===== config.mk =====
export PLATFORM = sky130hd
export DESIGN_NAME = fetch_stage
export DESIGN_NICKNAME = d
export VERILOG_FILES = /design/src/rtl/fetch_stage.sv
export SDC_FILE = /design/constraint.sdc
export NUM_CORES = 1
export LEC_CHECK = 0
export ABC_AREA = 1
export BUFFER_PORTS_ARGS = -buffer_cell sky130_fd_sc_hd__buf_2
export CELL_PAD_IN_SITES_DETAIL_PLACEMENT = 0
export CELL_PAD_IN_SITES_GLOBAL_PLACEMENT = 2
export CORE_ASPECT_RATIO = 0.8
export CORE_MARGIN = 5
export CORE_UTILIZATION = 34
export DETAILED_ROUTE_END_ITERATION = 7
export MAX_ROUTING_LAYER = met4
export PLACE_DENSITY_LB_ADDON = 0.3
export SLEW_MARGIN = 20
export SYNTH_ARGS = -nofsm -noshare
export SYNTH_HDL_FRONTEND = slang
export SYNTH_SLANG_ARGS = --single-unit
export TNS_END_PERCENT = 5

===== constraint.sdc =====
create_clock -name clk -period 3.7 [get_ports clk]
set_clock_uncertainty 0.2 [all_clocks]
set_input_delay 0.74 -clock clk [delete_from_list [all_inputs] [get_ports clk]]
set_output_delay 0.74 -clock clk [all_outputs]
set_load 0.02 [all_outputs]

===== src/rtl/fetch_stage.sv =====
// -----------------------------------------------------------------------------
// fetch_stage
//
// Instruction fetch stage. It holds the PC and issues word reads on the memory
// fetch port. Returned instructions are buffered in a small prefetch FIFO and
// handed to decode with a valid/ready handshake. Execute can redirect fetch
// on branches, jumps and traps.
//
// Parameters
//   RESET_PC    PC after reset (bits [1:0] ignored)
//   FIFO_DEPTH  prefetch entries; must be a power of 2 and at least 2
//
// Ports
//   clk             clock
//   reset_n         asynchronous reset, active low
//   fe_req          fetch read request to memory
//   fe_addr[29:0]   word address [31:2] of the request
//   fe_ack          request accepted this cycle (same-cycle)
//   fe_error        access fault for the requested address (same-cycle)
//   fe_data[31:0]   read data, valid in the cycle after fe_req & fe_ack
//   redirect_valid  flush and restart fetch at redirect_pc
//   redirect_pc     new PC (bits [1:0] ignored)
//   de_valid        FIFO head holds an instruction for decode
//   de_ready        decode accepts the head this cycle
//   de_pc[31:0]     PC of the head entry
//   de_insn[31:0]   instruction word of the head entry (0 when de_error)
//   de_error        head entry faulted on fetch
//   stall_cycles    (only with FETCH_STALL_CNT_EN) count of fe_req & ~fe_ack
//
// Optional feature macro: FETCH_STALL_CNT_EN adds the saturating stall_cycles
// counter and its output port.
// -----------------------------------------------------------------------------
module fetch_stage #(
  parameter logic [31:0] RESET_PC   = 32'h0000_0000,
  parameter int          FIFO_DEPTH = 4
) (
  input  logic        clk,
  input  logic        reset_n,
  output logic        fe_req,
  output logic [29:0] fe_addr,
  input  logic        fe_ack,
  input  logic        fe_error,
  input  logic [31:0] fe_data,
  input  logic        redirect_valid,
  input  logic [31:0] redirect_pc,
  output logic        de_valid,
  input  logic        de_ready,
  output logic [31:0] de_pc,
  output logic [31:0] de_insn,
  output logic        de_error
`ifdef FETCH_STALL_CNT_EN
  ,
  output logic [31:0] stall_cycles
`endif
);

  localparam int PTR_W = (FIFO_DEPTH > 1) ? $clog2(FIFO_DEPTH) : 1;
  localparam int CNT_W = PTR_W + 1;

  typedef enum logic {
    RUN  = 1'b0,  // issuing fetches
    HALT = 1'b1   // a faulting fetch was accepted; wait for a redirect
  } state_t;

  state_t            state;
  logic [29:0]       pc;
  logic              inflight;   // a request was accepted last cycle
  logic [29:0]       ipc;        // address of the in-flight request
  logic              ierr;       // in-flight request faulted

  logic [29:0]       fifo_pc   [FIFO_DEPTH];
  logic [31:0]       fifo_insn [FIFO_DEPTH];
  logic              fifo_err  [FIFO_DEPTH];
  logic [PTR_W-1:0]  wr_ptr;
  logic [PTR_W-1:0]  rd_ptr;
  logic [CNT_W-1:0]  count;

  logic [CNT_W:0]    occupancy;
  logic              has_room;
  logic              accept;
  logic              push;
  logic              pop;

  // The low PC bits are don't-care here; execute owns alignment checking.
  logic              unused_pc_bits;
  assign unused_pc_bits = ^redirect_pc[1:0];

  // NOTE: every signal written in this always_comb gets a value on every path
  // (defaults first), so no latch can be inferred.
  always_comb begin
    // Room must also be reserved for the response already in flight, which
    // is what keeps the FIFO from ever overflowing.
    occupancy = {1'b0, count} + {{CNT_W{1'b0}}, inflight};
    has_room  = occupancy < (CNT_W+1)'(FIFO_DEPTH);
    // reset_n gates the request so that memory sees no request while reset
    // is held, yet fetch starts in the very first cycle after release.
    fe_req    = reset_n & (state == RUN) & ~redirect_valid & has_room;
    fe_addr   = pc;
    accept    = fe_req & fe_ack;
    // A redirect drops the in-flight response and ignores a same-cycle pop.
    push      = inflight & ~redirect_valid;
    de_valid  = (count != '0);
    pop       = de_valid & de_ready & ~redirect_valid;
    de_pc     = '0;
    de_insn   = '0;
    de_error  = 1'b0;
    if (de_valid) begin
      de_pc    = {fifo_pc[rd_ptr], 2'b00};
      de_insn  = fifo_insn[rd_ptr];
      de_error = fifo_err[rd_ptr];
    end
  end

  // NOTE: sequential state uses non-blocking assignments only, so every
  // register samples the pre-edge value of every other register.
  always_ff @(posedge clk or negedge reset_n) begin
    if (!reset_n) begin
      state    <= RUN;
      pc       <= RESET_PC[31:2];
      inflight <= 1'b0;
      ipc      <= '0;
      ierr     <= 1'b0;
      wr_ptr   <= '0;
      rd_ptr   <= '0;
      count    <= '0;
    end else if (redirect_valid) begin
      state    <= RUN;
      pc       <= redirect_pc[31:2];
      inflight <= 1'b0;
      wr_ptr   <= '0;
      rd_ptr   <= '0;
      count    <= '0;
    end else begin
      inflight <= accept;
      if (accept) begin
        pc   <= pc + 30'd1;   // wraps 0x3FFF_FFFF -> 0
        ipc  <= pc;
        ierr <= fe_error;
        if (fe_error) begin
          state <= HALT;
        end
      end
      // Pointers wrap naturally because FIFO_DEPTH is a power of 2.
      if (push) begin
        wr_ptr <= wr_ptr + PTR_W'(1);
      end
      if (pop) begin
        rd_ptr <= rd_ptr + PTR_W'(1);
      end
      unique case ({push, pop})
        2'b10:   count <= count + CNT_W'(1);
        2'b01:   count <= count - CNT_W'(1);
        default: count <= count;
      endcase
    end
  end

  // NOTE: the FIFO storage is deliberately not reset; an entry is only ever
  // read after it has been written, and the outputs are forced to zero while
  // the FIFO is empty.
  always_ff @(posedge clk) begin
    if (push) begin
      fifo_pc[wr_ptr]   <= ipc;
      fifo_insn[wr_ptr] <= ierr ? 32'h0 : fe_data;
      fifo_err[wr_ptr]  <= ierr;
    end
  end

`ifdef FETCH_STALL_CNT_EN
  always_ff @(posedge clk or negedge reset_n) begin
    if (!reset_n) begin
      stall_cycles <= '0;
    end else if (fe_req && !fe_ack && (stall_cycles != 32'hFFFF_FFFF)) begin
      stall_cycles <= stall_cycles + 32'd1;
    end
  end
`endif

endmodule


==> metrics.yaml <==
logic_synthesis:
  synth_compound_area_frac: 0.0829
  syn-cell-area_sq_um: 14000
  synth.yosys.seq_area_share: 0.667
  ys_warn_count: 0
  synth_top_family_by_area: "simple AND/OR/NAND/NOR gates"
  netlist_instances: 1388
  syn_avg_cell_area_sq_um: 10.1
  yosysUniqueCellTypes: 28
  synthXorXnorAreaFrac: 0.00815
  yosys_register_bits: 322
  synth-adder-area-share: 0.00591
  muxShareOfSynthArea: 0
  synth-simple-area-share: 0.183
clock_tree:
  cts_tree: "yes"
  cts_made_buffers: 36
  ctsResizeCount: 0
  root_buffer: "clkbuf_16"
  htreeDepth: 2
  clock-sinks: 322
  ctsHoldBuffers: 0
  path_clk_slew_ns: 0.06
  clkLatencyLatePin_ns: 0.52
  cts_setup_buffers: 0
  clk_path_buf_depth: 3
power:
  ir_drop_v: 0.000268
  power_density_nw_per_um2: 674
  p_leak_uw: 0.00674
final_layout:
  final_common_cell: "nor2_1"
  layout_common_cells: "335 x nor2_1, 252 x edfxtp_1, 233 x nand2_1"
  drive_above_1_share: 0.165
  num_antenna_cells: 0
  finish.net_count: 1615
  area_growth_pct: 19.1
  utilization: 0.410
floorplan:
  coreArea_sq_um: 40600
  die_w_microns: 237
  ioPinCount: 167
  start_util: 0.344
  placementRows: 66
  die_h_microns: 191
  die_area_sq_um: 45300
detailed_routing:
  drt-total-wl_microns: 36000
  dr.pass1.iters: 5
  ant_nets: 0
  num_vias: 9666
  route.detailed.drc: 0
  drtIter0Drc: 477
  vias_per_cell: 4.58
  wl_per_cell_microns: 17.1
grt:
  grt_pass1_vias: 9465
  grt_max_degree: 89
  antenna_found_initial: 0
  grt.met3_usage: 0.0283
  use_met2: 0.256
  grt.met1_usage: 0.217
  gr-max-usage-layer: "met2"
  grt_pass1_wl_microns: 55100
  grt_usage: 0.160
  gr-total-overflow: 0
timing:
  hold_violations: 0
  rsz0062_at_grt: "false"
  max_slew.worst_pin.slew_ns: 0.869
  setup_violations: 0
  fmax_mhz: 292
  slew_violations: 0
  postLayoutSetupSlackWorst_ns: 0.277
  min_period_ns: 3.42
  post-route-period-util: 0.925
  slew_headroom: 0.421
  tns_ns: 0
placement:
  place.gp.congestion: 0.837
  dp_hpwl_microns: 22300
  portBuffers: 162
  dp_slack_ns: 0.800
setup_path:
  setup.worst_path.start_class: "flop"
  r2r-start: "inflight"
  cp-end-kind: "primary output"
  required_ns: 2.76
  arrival_ns: 2.48
  crit_type: "reg2out"
  cp_max_fo: 48
  cp-startpoint: "rd_ptr[0]"
  reg2reg_depth: 5
min_path:
  hp-class: "in2async"
flow_run:
  maxCapViolations: 0
status:
  outcome: "finished, final reports clean"
kinds of logic (layout without fill, tap and decap cells):
group | after synthesis | count (layout)
flops | 322 | 322
fa+ha+maj | 6 | 6
compound gates | 228 | 228
buf+inv | 172 | 349
xor+xnor | 13 | 13
other cells | 1 | 2
simple gates | 646 | 646
final timing paths:
check                              endpoint  slack (ns)
min                              fe_addr[7]        0.14
min reg2reg                            ierr        0.31
max in group asynchronous         rd_ptr[0]        2.20
max                                de_error        0.28
max reg2reg                fifo_insn[0][20]        1.54
min in group clk                 fe_addr[8]        0.25
worst max-delay path, cell delays in order, from the launching register on:
cell and delay [ns]:
dfrtp_4 0.69, inv_2 0.16, buf_4 0.42, o21ai_0 0.16, a21oi_1 0.29, buf_2 0.23
registers in the layout, indices dropped and copies added, names as in the netlist:
name,count
fifo_pc,120
ipc,30
fifo_err,4
inflight,1
count,3
state,1
wr_ptr,2
ierr,1
fe_addr,30
fifo_insn,128
rd_ptr,2
cells in the mapped netlist (all sizes together):
master  count  share of area
ha          5         0.0045
o21ai     157          0.056
a21oi      66          0.024
buf        42          0.018
edfxtp    252           0.54
fa          1         0.0014
nand3      65          0.024
inv        99          0.027
conb        1        0.00027
o211ai      5         0.0030
xnor2       3         0.0019
xor2       10         0.0063
dfrtp      70           0.13
nand2     235          0.063
clkbuf     31         0.0083
nor2      344          0.095
nor3        2         0.0015
metal layers:
layer  wire length (microns)  part of all wire
met1                   16900              0.47
met2                   17000              0.47
met3                    1590             0.044
met4                     411             0.011
met5                       0                 0
per-stage QoR:
stage	cell area [sq um]	hold WS, ns	power, uW	cells
5_1_grt	16600	0.152	11900	2110
3_5_place_dp	15500	0.283	7880	2045
6_report	16600	0.145	11200	2110
2_1_floorplan	14000	0.244	6610	1389
4_1_cts	16600	0.147	11400	2110
3_3_place_gp	15500	0.267	7840	2045
power breakdown:
| group | internal [uW] | total [uW] | switching (uW) |
|---|---|---|---|
| Combinational | 868 | 2980 | 2110 |
| Clock | 2090 | 3480 | 1390 |
| Sequential | 4380 | 4750 | 367 |
| Total | 7340 | 11200 | 3870 |
final cells by class:
class	count	area (sq um)
timing repair buffer	185	1150
clock inverter	20	189
sequential	322	9320
clock buffer	45	977
inverter	99	372
tap	544	681
multi-input combinational	895	3960
fill	4039	24000
(Power assumes the default switching activity.)
